**src/rtl/inputbuffer_bank_sched.sv**
```systemverilog
// Stream-to-bank sequencer for the 3-bank input buffer: fills the write bank, rotates banks, maps reads.
// Define INBUF_SCHED_ERR_CHK_EN to enable the sticky protocol error flag (err_flag tied 0 otherwise).
module inputbuffer_bank_sched #(
    parameter int DW         = 128,
    parameter int AW         = 10,
    parameter int BANK_DEPTH = 1024
) (
    input  logic          SYS_CLK,
    input  logic          SYS_NRST,
    input  logic          in_vld,
    output logic          in_rdy,
    input  logic [DW-1:0] in_data,
    input  logic          in_sop,
    input  logic          in_eop,
    input  logic          rd_req_vld,
    input  logic          rd_req_sel,
    input  logic [AW-1:0] rd_req_addr,
    input  logic          rd_release,
    output logic [1:0]    rd_bank_cnt,
    output logic [AW:0]   rd_older_len,
    output logic [AW:0]   rd_newer_len,
    output logic          rd_rsp_vld,
    output logic [DW-1:0] rd_rsp_data,
    output logic          sram_cmd_write_valid,
    output logic [DW-1:0] sram_cmd_write_data,
    output logic [AW-1:0] sram_cmd_write_addr,
    output logic          sram_cmd_read_valid,
    output logic [AW+1:0] sram_cmd_read_addr,
    input  logic          sram_rsp_read_valid,
    input  logic [DW-1:0] sram_rsp_read_data,
    output logic          sram_cmd_status_update,
    output logic          sram_cmd_start,
    output logic          sram_cmd_end,
    output logic          err_flag
);

    typedef enum logic [1:0] {S_IDLE, S_FILL, S_DRAIN} state_t;

    localparam logic [AW:0] DEPTH = (AW+1)'(BANK_DEPTH);
    localparam logic [AW:0] ONE   = (AW+1)'(1);

    function automatic logic [1:0] bank_inc(input logic [1:0] b);
        return (b == 2'd2) ? 2'd0 : b + 2'd1;
    endfunction

    state_t      r_state;
    logic [1:0]  r_wbank;
    logic [1:0]  r_cnt;
    logic [AW:0] r_wr_cnt;
    logic [AW:0] r_len [3];
    logic        r_eop_seen;
    logic        r_start;
    logic        r_end;
    logic        r_update;

    logic [1:0]  w_older;
    logic [1:0]  w_newer;
    logic [1:0]  w_cnt_nxt;
    logic        w_closed;
    logic        w_rel_ok;
    logic        w_rotate;
    logic        w_older_ok;
    logic        w_newer_ok;
    logic        w_sel_ok;
    logic        w_wr;

    // A closed bank waits here until a read slot is free (or freed this cycle).
    assign w_closed   = (r_state == S_FILL) && ((r_wr_cnt == DEPTH) || r_eop_seen);
    assign w_rel_ok   = rd_release && (r_cnt != 2'd0);
    assign w_rotate   = w_closed && ((r_cnt != 2'd2) || w_rel_ok);
    assign w_cnt_nxt  = r_cnt + {1'b0, w_rotate} - {1'b0, w_rel_ok};

    assign in_rdy     = (r_state == S_FILL) && !w_closed;
    assign w_wr       = in_vld && in_rdy;

    assign w_older    = bank_inc(r_wbank);
    assign w_newer    = bank_inc(w_older);
    assign w_newer_ok = (r_cnt != 2'd0);
    assign w_older_ok = (r_cnt == 2'd2);
    assign w_sel_ok   = rd_req_sel ? w_newer_ok : w_older_ok;

    assign sram_cmd_write_valid   = w_wr;
    assign sram_cmd_write_data    = in_data;
    assign sram_cmd_write_addr    = r_wr_cnt[AW-1:0];
    assign sram_cmd_read_valid    = rd_req_vld && w_sel_ok;
    assign sram_cmd_read_addr     = {(rd_req_sel ? w_newer : w_older), rd_req_addr};
    assign rd_rsp_vld             = sram_rsp_read_valid;
    assign rd_rsp_data            = sram_rsp_read_data;
    assign rd_bank_cnt            = r_cnt;
    assign rd_older_len           = w_older_ok ? r_len[w_older] : '0;
    assign rd_newer_len           = w_newer_ok ? r_len[w_newer] : '0;
    assign sram_cmd_status_update = r_update;
    assign sram_cmd_start         = r_start;
    assign sram_cmd_end           = r_end;

    always_ff @(posedge SYS_CLK or negedge SYS_NRST) begin
        if (!SYS_NRST) begin
            r_state    <= S_IDLE;
            r_wbank    <= 2'd0;
            r_cnt      <= 2'd0;
            r_wr_cnt   <= '0;
            r_eop_seen <= 1'b0;
            r_start    <= 1'b0;
            r_end      <= 1'b0;
            r_update   <= 1'b0;
            for (int i = 0; i < 3; i++) r_len[i] <= '0;
        end else begin
            r_start  <= 1'b0;
            r_end    <= 1'b0;
            r_update <= 1'b0;
            r_cnt    <= w_cnt_nxt;
            case (r_state)
                S_IDLE: begin
                    if (in_vld && in_sop) begin
                        r_start    <= 1'b1;
                        r_wr_cnt   <= '0;
                        r_eop_seen <= 1'b0;
                        r_state    <= S_FILL;
                    end
                end
                S_FILL: begin
                    if (w_wr) begin
                        r_wr_cnt <= r_wr_cnt + ONE;
                        if (in_eop) r_eop_seen <= 1'b1;
                    end
                    if (w_rotate) begin
                        r_update       <= 1'b1;
                        r_len[r_wbank] <= r_wr_cnt;
                        r_wbank        <= bank_inc(r_wbank);
                        r_wr_cnt       <= '0;
                        r_eop_seen     <= 1'b0;
                        if (r_eop_seen) r_state <= S_DRAIN;
                    end
                end
                S_DRAIN: begin
                    if (r_cnt == 2'd0) begin
                        r_end   <= 1'b1;
                        r_wbank <= 2'd0;
                        r_state <= S_IDLE;
                    end
                end
                default: r_state <= S_IDLE;
            endcase
        end
    end

`ifdef INBUF_SCHED_ERR_CHK_EN
    logic r_err;
    logic r_first;

    // r_first exempts the frame's own sop beat, which is still presented in the first S_FILL cycle.
    always_ff @(posedge SYS_CLK or negedge SYS_NRST) begin
        if (!SYS_NRST) begin
            r_err   <= 1'b0;
            r_first <= 1'b0;
        end else begin
            if (r_state == S_IDLE) r_first <= 1'b1;
            else if (w_wr) r_first <= 1'b0;
            if ((rd_req_vld && !w_sel_ok) || (rd_release && (r_cnt == 2'd0)) ||
                (in_vld && in_sop && (r_state == S_FILL) && !r_first))
                r_err <= 1'b1;
        end
    end
    assign err_flag = r_err;
`else
    assign err_flag = 1'b0;
`endif

endmodule

```
**config.mk**
```make
export PLATFORM = sky130hd
export DESIGN_NAME = inputbuffer_bank_sched
export DESIGN_NICKNAME = d
export VERILOG_FILES = /design/src/rtl/inputbuffer_bank_sched.sv
export SDC_FILE = /design/constraint.sdc
export NUM_CORES = 1
export LEC_CHECK = 0
export BUFFER_PORTS_ARGS = -buffer_cell sky130_fd_sc_hd__buf_2
export CORE_AREA = 2 2 228 230
export DETAILED_ROUTE_END_ITERATION = 10
export DIE_AREA = 0 0 230 232
export PLACE_DENSITY_LB_ADDON = 0.15
export SETUP_SLACK_MARGIN = 0.15
export SLEW_MARGIN = 20
export SYNTH_ARGS = -nofsm -noshare
export SYNTH_HDL_FRONTEND = slang
export SYNTH_SLANG_ARGS = --single-unit
```
**constraint.sdc**
```tcl
create_clock -name SYS_CLK -period 5.2 [get_ports SYS_CLK]
set_input_delay 1.04 -clock SYS_CLK [delete_from_list [all_inputs] [get_ports SYS_CLK]]
set_output_delay 1.04 -clock SYS_CLK [all_outputs]
set_load 0.01 [all_outputs]
```
After elaboration in Yosys (flattened, before gate mapping)

Cells that the tools add are included.

Register bits after elaboration: 54
Latch bits: 0
Bits in writable memories: 0
Bits in read-only memories: 0
Input bits: 275
Output and inout bits: 310
Word-level logic and storage cells: 94
Memories: 0

$add $sub $neg: 5
Multipliers: 0
Divide/modulo/power cells: 0
Order comparisons: 4
Eq/ne operators: 13
Shifts and indexed selects: 0
Muxes and demuxes: 37
Bitwise operators: 3
Reductions and logical operators: 21

Operator list:

| operator              | count |
|---|---|
| $mux 11               | 10 |
| $bmux 11 s2           | 2 |
| $bwmux 33             | 1 |
| $demux 11 s2          | 1 |
| $pmux 11 s2           | 1 |
| $mux 2                | 8 |
| $add 11x1->11 const B | 1 |
| $eq 11x11->1 const B  | 1 |
| $mux 1                | 11 |
| $ne 2x2->1 const B    | 5 |
| $ge 3x3->1 const B    | 3 |
| $not 2->3             | 3 |
| $eq 2x2->1 const B    | 4 |
| $logic_and 1x1->1     | 8 |
| $reduce_and 4->1      | 2 |
| $ne 3x3->1 const B    | 2 |
| $pmux 2 s3            | 1 |
| $reduce_and 3->1      | 2 |
| $reduce_bool 2->1     | 3 |
| $add 2x1->2 const B   | 2 |
| $logic_not 2->1       | 2 |
| $pmux 2 s2            | 1 |
| $lt 3x1->1 const B    | 1 |
| $add 2x1->2           | 1 |
| 6 further kinds       | 7 |

Depth between registers and ports, before layout

Gate-level depths: netlist (run 1).

Depth in word-level cells: 9
Mapped depth: 10

Least setup slack after synthesis (run 1)

No wires, ideal clock.

Kind: flip-flop to output port
Start: register r_wr_cnt[0]
End: output sram_cmd_write_valid
Data arrival time: 1.597 ns
Data required time: 4.160 ns
Setup slack: 2.563 ns
Cell stages (with the launch flop): 7
Buffers on the path: 0
Cells stage by stage: dfrtp_1 -> inv_1 -> ha_1 -> nor4bb_2 -> a31o_2 -> or3_1 -> inv_2

Word-level cells in the longest chain between the ends: 6

RTL lines:

| element                | RTL line | source |
|---|---|---|
| from (decl)            | 49       | `logic [AW:0] r_wr_cnt;` |
| from (signal assigned) | 123      | `r_wr_cnt <= r_wr_cnt + ONE;` |
| $eq 11x11->1           | 68       | `assign w_closed = (r_state == S_FILL) && ((r_wr_cnt == DEPTH) \|\| r_eop_seen);` |
| $logic_or 1x1->1       | 68       |  |
| $logic_and 1x1->1      | 68       |  |
| $logic_not 1->1        | 73       | `assign in_rdy = (r_state == S_FILL) && !w_closed;` |
| $logic_and 1x1->1      | 73       |  |
| $logic_and 1x1->1      | 74       | `assign w_wr = in_vld && in_rdy;` |
| to (decl)              | 24       | `output logic sram_cmd_write_valid,` |

No other way between the ends.

Worst setup path after layout (run 1)

Same ends and word-level chain as after synthesis.

==> metrics, run 1 <==
outcome finished, final reports clean; Yosys Warn Count 0; maximum buffer depth of the clock tree 2; Post-CTS Setup Inserts 0; max cap viols 0; Die Wd ~230 um; diode count 0; Distinct cells, synth 46; core area around 51000 um2; Detailed Routing Iterations Pass 1 4; Layout fillers 5995; DR WL/cell 19.0 um; Die Ht roughly 230 um; commonest non-fill, non-tap cell in the layout dfrtp_1; Net Sw Power 0.000742 W; cell area after synthesis ~5100 um2; switching power share of the total between 40% and 50%; shortest period the worst path allows approximately 3.4 ns; worst skew pair latency 0.30 ns; commonest non-fill, non-tap cells in the layout dfrtp_1, nor2_1, buf_2; RSZ-0062 raised after global routing false; Main synth FF type dfrtp_1; Final Hold Fails 0; drt drc 0; CP Max Fanout 9; hold-fix buffer count after cts 0; DIE AREA between 50000 and 60000 um2; final std cells w/o fill 1024; via count approximately 2.8k; total global routing overflow 0; synthesized area per cell approximately 8.8 um2; final instance area 4220 um2; register share of total power between 30 and 40%; Worst setup EP type output port; peak supply drop roughly 0.00019 V; Clk pin slew, worst setup/hold paths ~0.07 ns; # setup viols final 0; sequential area share after synthesis between 20% and 30%; Crit Path Category reg -> out; buffers added on ports 49; number of synthesized flops with an enable pin 0; clock buffer count from CTS 5; # clock sinks 54; Post-Syn Instances 577; Slew HR 39.8%; pins over their slew limit 0; HP Class reg -> reg; drt total wl 19500 um; required time worst endpoint between 4 and 5 ns; I/O Pins roughly 600; fmax approximately 300 MHz; DP Wirelength 15900 um; NumNets Final 622; synthesized flop and latch total 54; Worst Tran Pin Value approximately 0.90 ns; DRT iter0 DRCs between 100 and 150; share of cells above drive strength 1 between 20% and 30%; vias in the first global route 2954; H-tree levels 2; post-CTS sizing 0; DR vias/cell around 2.7; Placed Cells between 1k and 1.5k; initial antenna violation count 1; largest net degree at the start of global routing 52; Async S/R FF share, synth 100%; setup TNS 0 ns; post-route ant nets 0; Root Buffer clkbuf_16; CTS tree yes; PD cells approximately 410 nW/um2; cell-internal power roughly 0.00097 W; CP Launch Type flip-flop; total track usage roughly 7%; Area Overhead vs Synth -16.9%; first-pass GRT wire length 25700 um; leakage 1.80 nW; RePlAce Congestion 0.652; initial core utilization 9.98%; skew final roughly 0.0036 ns; Clock power frac approximately 23%; Arr. time, crit path roughly 2.3 ns; Comb power frac around two fifths; Final Cycle Share 64.5%; Placed Area roughly 4100 um2; row count 83; syn_nets 856
critical path: stages, from the launching register on:
cell and delay [ns]:
dfrtp_1 0.50, inv_1 0.08, ha_1 0.20, nor4bb_2 0.18
a31o_2 0.33, or3_1 0.35, inv_2 0.18, buf_2 0.18
through the flow:
stage               utilization (%)  total power [W]  setup WS [ns]  hold slack, ns
CTS                            8.29          0.00178           1.82           0.528
global route                   8.29          0.00186           1.70           0.559
detailed placement             7.97          0.00136           2.17           0.514
floorplan                         -          0.00127           2.56           0.480
finish                         8.29          0.00172           1.85           0.520
global placement               7.97          0.00138           2.15           0.515
per-layer routing:
metal / GRT usage, % / wire [um]
met5: 0 / 0
met4: 4.01 / 1010
met3: 4.63 / 2770
met2: 11.0 / 8890
met1: 6.96 / 6790
logic make-up (layout without fill, tap and decap cells):
logic type | count (synthesis) | in the layout | share of synthesized area (%)
xor gates and xnor gates | 3 | 3 | 0.518
other | 1 | 1 | 0.0739
muxes | 56 | 56 | 11.9
DFF | 54 | 54 | 26.6
adders and majority gates | 4 | 4 | 0.986
and+or+nand+nor | 96 | 96 | 9.76
AOI/OAI and AO/OA | 56 | 56 | 6.65
buffers and inverters | 307 | 74 | 43.5
Yosys cell counts (2+ instances only):
cell	count	area, um2
mux2_1	33	372
xnor2_1	3	26.3
dfrtp_1	54	1350
nor3b_2	2	25.0
mux2i_1	23	230
ha_1	4	50.1
nor2b_1	2	12.5
o31ai_1	3	22.5
nand2_1	9	33.8
nand4_1	4	25.0
buf_1	2	7.51
nor2_1	50	188
or4_1	3	22.5
and3_1	3	18.8
clkbuf_1	11	41.3
a211oi_1	2	15.0
a31o_1	2	17.5
a21o_1	2	15.0
nand3_1	3	15.0
buf_2	3	15.0
a41oi_1	2	17.5
or3_1	2	12.5
nand2b_1	8	50.1
buf_4	281	2110
a21oi_1	32	160
inv_1	9	33.8
a31oi_1	6	37.5
registers in the layout, indices dropped and copies added (netlist names):
name / count
rd_bank_cnt: 2
r_wr_cnt: 11
sram_cmd_end: 1
r_eop_seen: 1
r_wbank: 2
r_len: 33
sram_cmd_start: 1
r_state: 2
sram_cmd_status_update: 1
worst paths after layout:
kind                                  start                   end  slack [ns]  cells after the start
worst min-delay path               r_len[9]              r_len[9]        0.52                      1
worst max register to register  r_wr_cnt[1]             r_len[24]        2.38                      8
worst min register to register     r_len[9]              r_len[9]        0.52                      1
max in group asynchronous          SYS_NRST            r_wbank[1]        3.54                      2
worst max-delay path            r_wr_cnt[0]  sram_cmd_write_valid        1.85                      7
min in group asynchronous          SYS_NRST           r_wr_cnt[4]        0.71                      1
layout make-up:
class                           count  area, um2  area share, %
Clock inverter                      2       37.5          0.889
Sequential cell                    54       1350           32.0
Tap cell                          680        851           20.2
Timing Repair Buffer               56        298           7.06
Multi-Input combinational cell    216       1520           35.9
Clock buffer                        6        129           3.05
Inverter                           10       37.5          0.889
power by group through the flow:
stage                     clock network [W]  registers, W  logic, W
after CTS                          0.000417      0.000674  0.000685
after global routing               0.000430      0.000689  0.000736
after detailed placement                  0      0.000683  0.000682
final                              0.000393      0.000663  0.000660
after floorplan                           0      0.000563  0.000702
after global placement                    0      0.000687  0.000695
No activity file was read; power rests on OpenSTA's default activity.
==> inputs of run 2 (changes only) <==
--- a/config.mk
+++ b/config.mk
@@ -5,10 +5,11 @@
 export SDC_FILE = /design/constraint.sdc
 export NUM_CORES = 1
 export LEC_CHECK = 0
+export ABC_AREA = 1
 export BUFFER_PORTS_ARGS = -buffer_cell sky130_fd_sc_hd__buf_2
-export CORE_AREA = 2 2 228 230
+export CORE_AREA = 2 2 227 229
 export DETAILED_ROUTE_END_ITERATION = 10
-export DIE_AREA = 0 0 230 232
+export DIE_AREA = 0 0 229 231
 export PLACE_DENSITY_LB_ADDON = 0.15
 export SETUP_SLACK_MARGIN = 0.15
 export SLEW_MARGIN = 20
==> constraint.sdc (replaced) <==
create_clock -name SYS_CLK -period 3 [get_ports SYS_CLK]
set_input_delay 0.6 -clock SYS_CLK [delete_from_list [all_inputs] [get_ports SYS_CLK]]
set_output_delay 0.6 -clock SYS_CLK [all_outputs]
set_load 0.01 [all_outputs]
==> run 2 against run 1 <==
Against the previous run: critical path depth decreased by 1; die area fell by 0.86%; synthesized cell count increased by 12%; power rose by 130%; combinational power rose to 3.1 times the previous value; worst setup slack worse by 1.5 ns; sequential share of layout area decreased by 0.14 points; via count up 9.0%; first-iteration DRC count fell by 10%; global-route usage down 0.089 points; utilization increased by 0.064 points; flip-flop and latch count unchanged; largest cell class is now flip-flops and latches.
==> metrics, run 2 <==
outcome finished, final reports clean; required time worst endpoint 2.40 ns; largest reg by FF count r_len; setup TNS 0 ns; Post-Syn Instances between 600 and 700; CP Launch Type flip-flop; Distinct cells, synth 31; Die Wd ~230 um; Main synth FF type dfrtp_1; synthesized area per cell between 7 and 8 um2; syn_nets about 920; diode count 0; Largest register FFs 33; PD cells between 900 and 1000 nW/um2; count leader, synth buf_4; drt total wl 18800 um; initial antenna violation count 0; # clock sinks 54; core area between 50000 and 60000 um2; fmax 374 MHz; Placed Cells roughly 1.1k; Async S/R FF share, synth 100%; Final Cycle Share just under 90%; Detailed Routing Iterations Pass 1 4; row count 83; worst skew pair latency approximately 0.3 ns; total track usage under 10%; via count about 3k; Area contributors post-synth buf_4, dfrtp_1, o21ai_0; DP Wirelength around 15000 um; Die Ht ~230 um; number of synthesized flops with an enable pin 0; H-tree levels 2; RePlAce Congestion around 0.65; RSZ-0062 raised after global routing false; post-route ant nets 0; pins over their slew limit 0; cell taking the most area after synthesis buf_4; vias in the first global route about 3.3k; Root Buffer clkbuf_16; largest net degree at the start of global routing 33; max cap viols 0; Area Overhead vs Synth -16.1%; hold-fix buffer count after cts 0; I/O Pins 585; total global routing overflow 0; final std cells w/o fill between 1k and 1.5k; DR vias/cell 2.75; shortest period the worst path allows ~2.7 ns; NumNets Final 701; clock buffer count from CTS 5; Crit Path Category reg -> out; Slew HR 41.6%; DR WL/cell approximately 17 um; Worst setup EP type output port; sequential area share after synthesis between 20 and 30%; commonest non-fill, non-tap cell in the layout nand2_1; share of the synthesized area in the top cell type between 40% and 50%; CTS tree yes; initial core utilization approximately a tenth; peak supply drop 0.000195 V; HP Class in -> async; DRT iter0 DRCs between 100 and 150; Worst Tran Pin Value slightly below 0.9 ns; first-pass GRT wire length around 26000 um; largest registers r_len x33, r_wr_cnt x11; commonest non-fill, non-tap cells in the layout nand2_1, dfrtp_1, buf_2; Final Hold Fails 0; Clk pin slew, worst setup/hold paths ~0.08 ns; Yosys Warn Count 0; top post-synthesis cells by count buf_4, nand2_1, dfrtp_1; Layout fillers ~6k; drt drc 0; cell area after synthesis ~5000 um2; DIE AREA 52900 um2; leakage ~1.8 nW; skew final roughly 0.0067 ns; # setup viols final 0; Arr. time, crit path between 2 and 2.5 ns; buffers added on ports 49; share of cells above drive strength 1 23.9%; maximum buffer depth of the clock tree 2; synthesized flop and latch total 54; CP Max Fanout 12
## run 2: worst paths after layout
check | start | to | slack (ns) | cells past startpoint
worst max-delay path | r_wbank[1] | rd_older_len[7] | 0.33 | 6
worst min-delay path | SYS_NRST | sram_cmd_start | 0.39 | 1
worst max register to register | r_wr_cnt[1] | rd_bank_cnt[1] | 0.85 | 11
worst min register to register | r_len[8] | r_len[8] | 0.52 | 2
max in group asynchronous | SYS_NRST | r_wr_cnt[5] | 1.87 | 2
min in group SYS_CLK | r_len[8] | r_len[8] | 0.52 | 2
## run 2: per-stage QoR
stage | hold WS (ns) | worst slack [ns] | utilization, % | power (W) | cell area [um2]
3_3_place_gp | 0.507 | 0.518 | 8.03 | 0.00338 | 4070
6_report | 0.393 | 0.326 | 8.36 | 0.00393 | 4240
5_1_grt | 0.469 | 0.180 | 8.36 | 0.00436 | 4240
2_1_floorplan | 0.304 | 1.13 | - | 0.00283 | 5050
3_5_place_dp | 0.500 | 0.572 | 8.03 | 0.00334 | 4070
4_1_cts | 0.468 | 0.222 | 8.36 | 0.00409 | 4240
## run 2: area by class of cell
cell class,count,area (um2),area share [%]
Timing Repair Buffer,67,380,8.98
Tap cell,680,851,20.1
Clock buffer,6,129,3.04
Sequential cell,54,1350,31.9
Multi-Input combinational cell,256,1340,31.7
Inverter,38,143,3.37
Clock inverter,2,37.5,0.886
## run 2: power breakdown
part           switching [W]  internal (W)  total, W
Sequential          0.000208      0.000945   0.00115
Combinational        0.00137      0.000697   0.00207
Clock               0.000313      0.000396  0.000710
Total                0.00189       0.00204   0.00393
## run 2: timing repair
item,in CTS,in global routing
setup endpoints to repair,0,3
gates resized for setup,0,1
setup buffers,0,0
## run 2: kinds of logic (layout without fill, tap and decap cells)
group | Yosys count | count (layout) | share of synthesized area, %
AND/OR/NAND/NOR | 152 | 152 | 13.3
other | 1 | 1 | 0.0743
flip-flops | 54 | 54 | 26.8
XOR/XNOR | 9 | 9 | 1.56
AO/OA/AOI/OAI | 90 | 90 | 10.7
buffers and inverters | 334 | 113 | 46.6
adder cells (fa/ha/maj) | 4 | 4 | 0.992
## run 2: critical path: stages (launching register included)
cell,delay (ns)
dfrtp_1,0.42
inv_1,0.40
buf_4,0.25
o22ai_1,0.08
nor3_1,0.32
buf_4,0.18
buf_2,0.11
## run 2: per-layer routing
| metal | vias to the layer above | global-route usage (%) | part of all wire (%) |
|---|---|---|---|
| met4 | 0 | 4.38 | 6.2 |
| met2 | 223 | 11.3 | 47 |
| li1 | 1326 | - | - |
| met3 | 109 | 4.67 | 15 |
| met5 | - | 0.0919 | 0 |
| met1 | 1377 | 6.35 | 32 |
